### config.mk
export PLATFORM = sky130hd
export DESIGN_NAME = axi4_wr_burst_ctrl
export DESIGN_NICKNAME = d
export VERILOG_FILES = /design/src/rtl/axi4_wr_burst_ctrl.sv
export SDC_FILE = /design/constraint.sdc
export NUM_CORES = 1
export LEC_CHECK = 0
export BUFFER_PORTS_ARGS = -buffer_cell sky130_fd_sc_hd__clkbuf_2
export CORE_ASPECT_RATIO = 0.6
export CORE_MARGIN = 2
export CORE_UTILIZATION = 37
export CTS_BUF_LIST = sky130_fd_sc_hd__clkbuf_16
export DETAILED_ROUTE_END_ITERATION = 16
export PLACE_DENSITY = 0.66
export SLEW_MARGIN = 20
export SYNTH_ARGS = -nofsm -noshare
export SYNTH_HDL_FRONTEND = slang
export SYNTH_SLANG_ARGS = --single-unit
### constraint.sdc
create_clock -name clk -period 2.9 [get_ports clk]
set_input_delay 0.29 -clock clk [delete_from_list [all_inputs] [get_ports clk]]
set_output_delay 0.29 -clock clk [all_outputs]
set_load 0.1 [all_outputs]
### src/rtl/axi4_wr_burst_ctrl.sv
// AXI4 write-burst master sequencer: one INCR burst per accepted command,
// payload streamed from a valid/ready source, B response reported on done.
module axi4_wr_burst_ctrl #(
    parameter int unsigned DATA_WIDTH = 32,
    parameter int unsigned ADDR_WIDTH = 16
) (
    input  logic                    clk,
    input  logic                    rst,
    input  logic                    cmd_valid,
    output logic                    cmd_ready,
    input  logic [ADDR_WIDTH-1:0]   cmd_addr,
    input  logic [7:0]              cmd_len,
    input  logic                    src_valid,
    output logic                    src_ready,
    input  logic [DATA_WIDTH-1:0]   src_data,
    output logic                    done,
    output logic [1:0]              done_resp,
    output logic [ADDR_WIDTH-1:0]   awaddr,
    output logic [7:0]              awlen,
    output logic [2:0]              awsize,
    output logic [1:0]              awburst,
    output logic                    awvalid,
    input  logic                    awready,
    output logic [DATA_WIDTH-1:0]   wdata,
    output logic [DATA_WIDTH/8-1:0] wstrb,
    output logic                    wlast,
    output logic                    wvalid,
    input  logic                    wready,
    input  logic [1:0]              bresp,
    input  logic                    bvalid,
    output logic                    bready
);

    localparam int unsigned BYTES     = DATA_WIDTH / 8;
    localparam int unsigned SIZE_LOG2 = $clog2(BYTES);
    localparam int unsigned PAGE      = 4096;

    localparam logic [1:0] ST_IDLE = 2'd0;
    localparam logic [1:0] ST_ADDR = 2'd1;
    localparam logic [1:0] ST_DATA = 2'd2;
    localparam logic [1:0] ST_RESP = 2'd3;

    logic [1:0]            r_state;
    logic [1:0]            w_state_nxt;
    logic [ADDR_WIDTH-1:0] r_awaddr;
    logic [7:0]            r_awlen;
    logic [7:0]            r_cnt;
    logic                  r_done;
    logic [1:0]            r_done_resp;

    logic                  w_cmd_hs;
    logic                  w_w_hs;
    logic                  w_last_beat;
    logic                  w_misaligned;
    logic                  w_cross_page;
    logic                  w_reject;
    logic [31:0]           w_burst_end;

    // Legality of the offered command: beat-aligned and inside one 4KB page
    assign w_burst_end  = 32'(cmd_addr[11:0]) + (32'(cmd_len) + 32'd1) * BYTES;
    assign w_misaligned = (32'(cmd_addr) % BYTES) != 32'd0;
    assign w_cross_page = w_burst_end > PAGE;
    assign w_reject     = w_misaligned | w_cross_page;

    assign w_cmd_hs    = cmd_valid & cmd_ready;
    assign w_w_hs      = wvalid & wready;
    assign w_last_beat = (r_cnt == r_awlen);

    always_ff @(posedge clk) begin
        if (rst) begin
            r_state <= ST_IDLE;
        end else begin
            r_state <= w_state_nxt;
        end
    end

    always_comb begin
        w_state_nxt = r_state;
        case (r_state)
            ST_IDLE: if (w_cmd_hs && !w_reject) w_state_nxt = ST_ADDR;
            ST_ADDR: if (awready)               w_state_nxt = ST_DATA;
            ST_DATA: if (w_w_hs && w_last_beat) w_state_nxt = ST_RESP;
            ST_RESP: if (bvalid)                w_state_nxt = ST_IDLE;
            default:                            w_state_nxt = ST_IDLE;
        endcase
    end

    // Command latch, beat counter and completion reporting
    always_ff @(posedge clk) begin
        if (rst) begin
            r_awaddr    <= '0;
            r_awlen     <= 8'd0;
            r_cnt       <= 8'd0;
            r_done      <= 1'b0;
            r_done_resp <= 2'b00;
        end else begin
            r_done <= 1'b0;
            if (w_cmd_hs) begin
                r_awaddr <= cmd_addr;
                r_awlen  <= cmd_len;
                if (w_reject) begin
                    r_done      <= 1'b1;
                    r_done_resp <= 2'b10;
                end
            end
            if (r_state == ST_ADDR && awready) begin
                r_cnt <= 8'd0;
            end else if (r_state == ST_DATA && w_w_hs) begin
                r_cnt <= r_cnt + 8'd1;
            end
            if (r_state == ST_RESP && bvalid) begin
                r_done      <= 1'b1;
                r_done_resp <= bresp;
            end
        end
    end

    // Idle is masked while done is pulsing so a new command never overlaps it
    assign cmd_ready = (r_state == ST_IDLE) & ~r_done & ~rst;

    assign awaddr    = r_awaddr;
    assign awlen     = r_awlen;
    assign awsize    = 3'(SIZE_LOG2);
    assign awburst   = 2'b01;
    assign awvalid   = (r_state == ST_ADDR);

    assign wdata     = src_data;
    assign wstrb     = '1;
    assign wvalid    = (r_state == ST_DATA) & src_valid;
    assign wlast     = (r_state == ST_DATA) & w_last_beat;
    assign src_ready = (r_state == ST_DATA) & wready;

    assign bready    = (r_state == ST_RESP);
    assign done      = r_done;
    assign done_resp = r_done_resp;

endmodule
==> results <==
- The run finished with clean final reports.
- CTS saw 37 sinks.
- After the last flow step, the layout net total stands at approximately 430.
- The H-tree depth is 2.
- The total length of routed wires is between 5000 and 6000 microns.
- In this run, distinct cell masters in the synthesized netlist total 46.
- The number of primary I/O pins is about 140.
- The routed wire length per instance is between 10 and 15 microns.
- The endpoint of the most critical register-to-register path is r_state[1].
- The startpoint identified for the worst hold timing path is cmd_addr[12].
- Across all register-to-register paths, the minimum setup slack is roughly 930 ps.
- The worst slack at placement is -6.254 ps.
- The final instance area is ~2800 sq um.
- The kind of path behind the tightest hold check is primary input to register.
- For this design the static power due to leakage is between 1 and 1.5 nW.
- The transition at the pin with the smallest max-transition slack is 561.7 ps.
- After clock tree synthesis, the clock-pin slew on the worst setup and hold paths is around 60 ps.
- The setup path with the least slack is of type primary input to register.
- During placement, the flow inserted port buffers numbering 65.
- Setup repair after global routing left no endpoint under its margin.
- At the worst endpoint, the required time is 3100 ps.
- Counting flops with a built-in enable in the synthesized netlist gives 0.
- Across all hold checks on the routed design, the worst slack comes to approximately 230 ps.
- The largest fanout of any net on the critical path is 6.
- In the global route stage, overall resource usage came out at 16.03%.
- Setup violations remaining at the end of the flow were counted as 0.
- The buffering stage count on the worst path with inverters included is 1.
- The cell area after technology mapping is between 2000 and 3000 sq um.
- The number of antenna violations at the first check in global routing came to 0.
- The detailed router finished its first iteration with ~130 violations.
- sky130_fd_sc_hd__dfxtp_1 takes more of the synthesized area than any other cell.
- The starting density of the core is 37.84%.
- The post-route fraction of the period consumed by the critical path is between 90% and 100%.
- The amount of wire on met3 after detailed routing is between 400 and 500 microns.
- The worst setup path is launched from a primary input.
- The later pin in the worst-skew pair is clocked with a latency of around 280 ps.
- The post-cts repair resize count is 0.
- The synthesized design contains 37 register bits.
- The smallest clock period supported by the final layout is computed as around 2600 ps.
- The total overflow reported by the global router is 0.
- The die span in x is 110.2 microns.
- For this run, asynchronously set or reset flops after synthesis account for 0%.
- TritonCTS created 5 clock buffers.
- The HPWL after detailed placement is approximately 4500 microns.
- The clock tree from TritonCTS is built.
- The most frequent cell after synthesis is sky130_fd_sc_hd__nand2_1.
- The pin count of the biggest net entering global routing is 33.
- The cell area power density is 674.8 nW/um^2.
- Walking the worst path, the cells encountered are clkbuf_2, and3_1, nand3_1, or2_2, xnor2_1, ha_1, a21oi_1, o211a_1, o2111ai_1, nor4_2, a41oi_2, or2_1, o211ai_1.
- The floorplan step defined a core boundary enclosing approximately 6600 sq um.
- The top-area cell type share of the netlist area is between 20 and 30%.
- After synthesis, the cell types taking the most area are sky130_fd_sc_hd__dfxtp_1, sky130_fd_sc_hd__buf_4, sky130_fd_sc_hd__nand2_1.
- Detailed routing placed a total of about 2400 microns of wire on met2.
- The number of endpoints with negative hold slack in the final report came to 0.
- The number of global-route vias before repair is 1869.
- The count of standard-cell rows is 23.
- The post-synthesis sequential area ratio is 29.57%.
- The reported max-cap violation count is 0.
- The biggest cell delay along the critical path is between 300 and 400 ps.
- The number of max-slew violations in the final report came to 0.
- The root buffer cell is sky130_fd_sc_hd__clkbuf_16.
- The repair_antennas step left the layout with diodes totalling 0.
- The maximum operating frequency is 382.7 MHz.
- The first global-routing pass estimated between 9000 and 10000 microns of wire.
- The area of the die is 7466 sq um.
- The total number of yosys warnings is 0.
- Hold repair after CTS inserted 0 buffers.
- The congestion estimate from routability-driven global placement came to between 0.8 and 0.9.
- In the final routing, the length of wire on met1 measures approximately 2900 microns.
- The arrival time of data at the critical path endpoint is ~2800 ps.
- The floorplan die height is between 60 and 70 microns.
- The slowest stage of the critical path belongs to the cell sky130_fd_sc_hd__ha_1.
- The final antenna-violating net count is 0.
- The cell family with the largest share of critical-path delay is simple AND/OR/NAND/NOR gates.
- The setup total negative slack is 0 ps.
- The number of buffers on the longest clock path is 2.
- By count the netlist is led by sky130_fd_sc_hd__nand2_1, sky130_fd_sc_hd__buf_4, sky130_fd_sc_hd__dfxtp_1, sky130_fd_sc_hd__a21oi_1, sky130_fd_sc_hd__nor2_1.
- The pre-antenna-repair detailed-routing pass consisted of 4 iterations.
- Each instance of the synthesized netlist takes up on average roughly 8 sq um.
- Using the TritonRoute via totals, the vias-per-cell ratio works out to roughly 4.8.
- The area growth from synthesis to layout is 12.39%.
- The via count is approximately 2100.
- The final worst setup slack is 287.0 ps.
- The endpoint of the worst hold-timing path is awaddr[12].
- Post-CTS timing repair inserted 0 buffers for setup.
- The placement-stage cell area is 2679 sq um.
- Among all flip-flop cells after synthesis, the most frequent one is sky130_fd_sc_hd__dfxtp_1.
- The startpoint identified for the worst register-to-register timing path is r_state[0].
- The number of cells on the worst hold path is 3.
- The number of cell instances on the worst register-to-register path is 8.
- The cell count after synthesis came out at 316.
- VDD sags by at most approximately 0.28 mV.
- STA classifies the critical path endpoint as a register.
- The clock arrives with about 2.5 ps of skew.
- The worst pin sits at a relative slew slack of 62.71%.
- The share of cells above drive strength 1 is 24.79%.
- The uppermost metal layer occupied by signal nets is met4.
- The number of DRC violations after detailed routing is 0.
## through the flow
step / cells / total power, mW / util (%)
after global placement: 431 / 1.385 / 40.47
after floorplan: 323 / 1.464 / -
after detailed placement: 431 / 1.393 / 40.47
after global routing: 438 / 1.993 / 42.53
after CTS: 438 / 1.915 / 42.53
final: 438 / 1.900 / 42.53
## layout by cell type (no fill, tap or decap), drive strengths merged, types with 2 or more instances in the layout
cell type,synthesis,routed
o211ai,2,2
ha,16,16
a21oi,30,30
nor3b,5,5
dfxtp,37,37
a21o,2,2
conb,2,9
inv,9,9
nand3,7,7
a31oi,3,3
and2,4,4
clkbuf,8,70
o21ai,9,9
xor2,9,9
a21boi,2,2
buf,42,6
nand4,4,4
nand2,59,59
nor2,22,22
and3,4,4
o21a,3,3
mux2i,2,2
xnor2,15,15
or2,2,2
a211oi,4,4
## worst max-delay path by stage
stage,endpoint,cells after the start,startpoint
2_1_floorplan,r_state[1],12,cmd_len[4]
3_3_place_gp,r_state[1],13,cmd_len[1]
3_5_place_dp,r_state[1],13,cmd_len[1]
4_1_cts,r_state[1],13,cmd_len[1]
5_1_grt,r_state[1],13,cmd_len[0]
6_report,r_state[1],13,cmd_len[1]
## state kept, by name, indices dropped and copies added, names as in the netlist
register	flops
done	1
r_state	2
r_cnt	8
awaddr	16
done_resp	2
awlen	8
## routing by layer
metal | vias to the layer above | GRT usage, %
met5 | - | 0
met4 | 0 | 3.281
met3 | 5 | 5.116
met2 | 71 | 23.62
met1 | 964 | 22.80
li1 | 1081 | -
## tightest hold or removal path: cells and delay by family
kind	cells	cell delay, ps
AOI/OAI and AO/OA	1	50
buffers and inverters	1	80
and+or+nand+nor	1	40
## cell families after synthesis
family,after synthesis,share of synthesized area [%]
other cells,2,0.2998
mux,2,0.7992
simple gates,113,20.38
buf+inv,59,15.03
xor+xnor,24,8.692
flops,37,29.57
compound gates,62,16.43
fa+ha+maj,17,8.791
## area by class of cell
cell class | count | area, sq um
inverters | 9 | 33.78
fillers | 703 | 3804
clock inverters | 2 | 11.26
well taps | 87 | 108.9
repair buffers | 71 | 370.4
flip-flops and latches | 37 | 740.7
clock buffers | 5 | 125.1
multi-input cells | 227 | 1425
## report_power, final
part,total [mW],internal (mW),switching [mW]
registers,0.585,0.553,0.0321
logic,0.796,0.177,0.619
clock network,0.519,0.310,0.208
total,1.90,1.04,0.860
No activity file was read; power rests on OpenSTA's default activity.
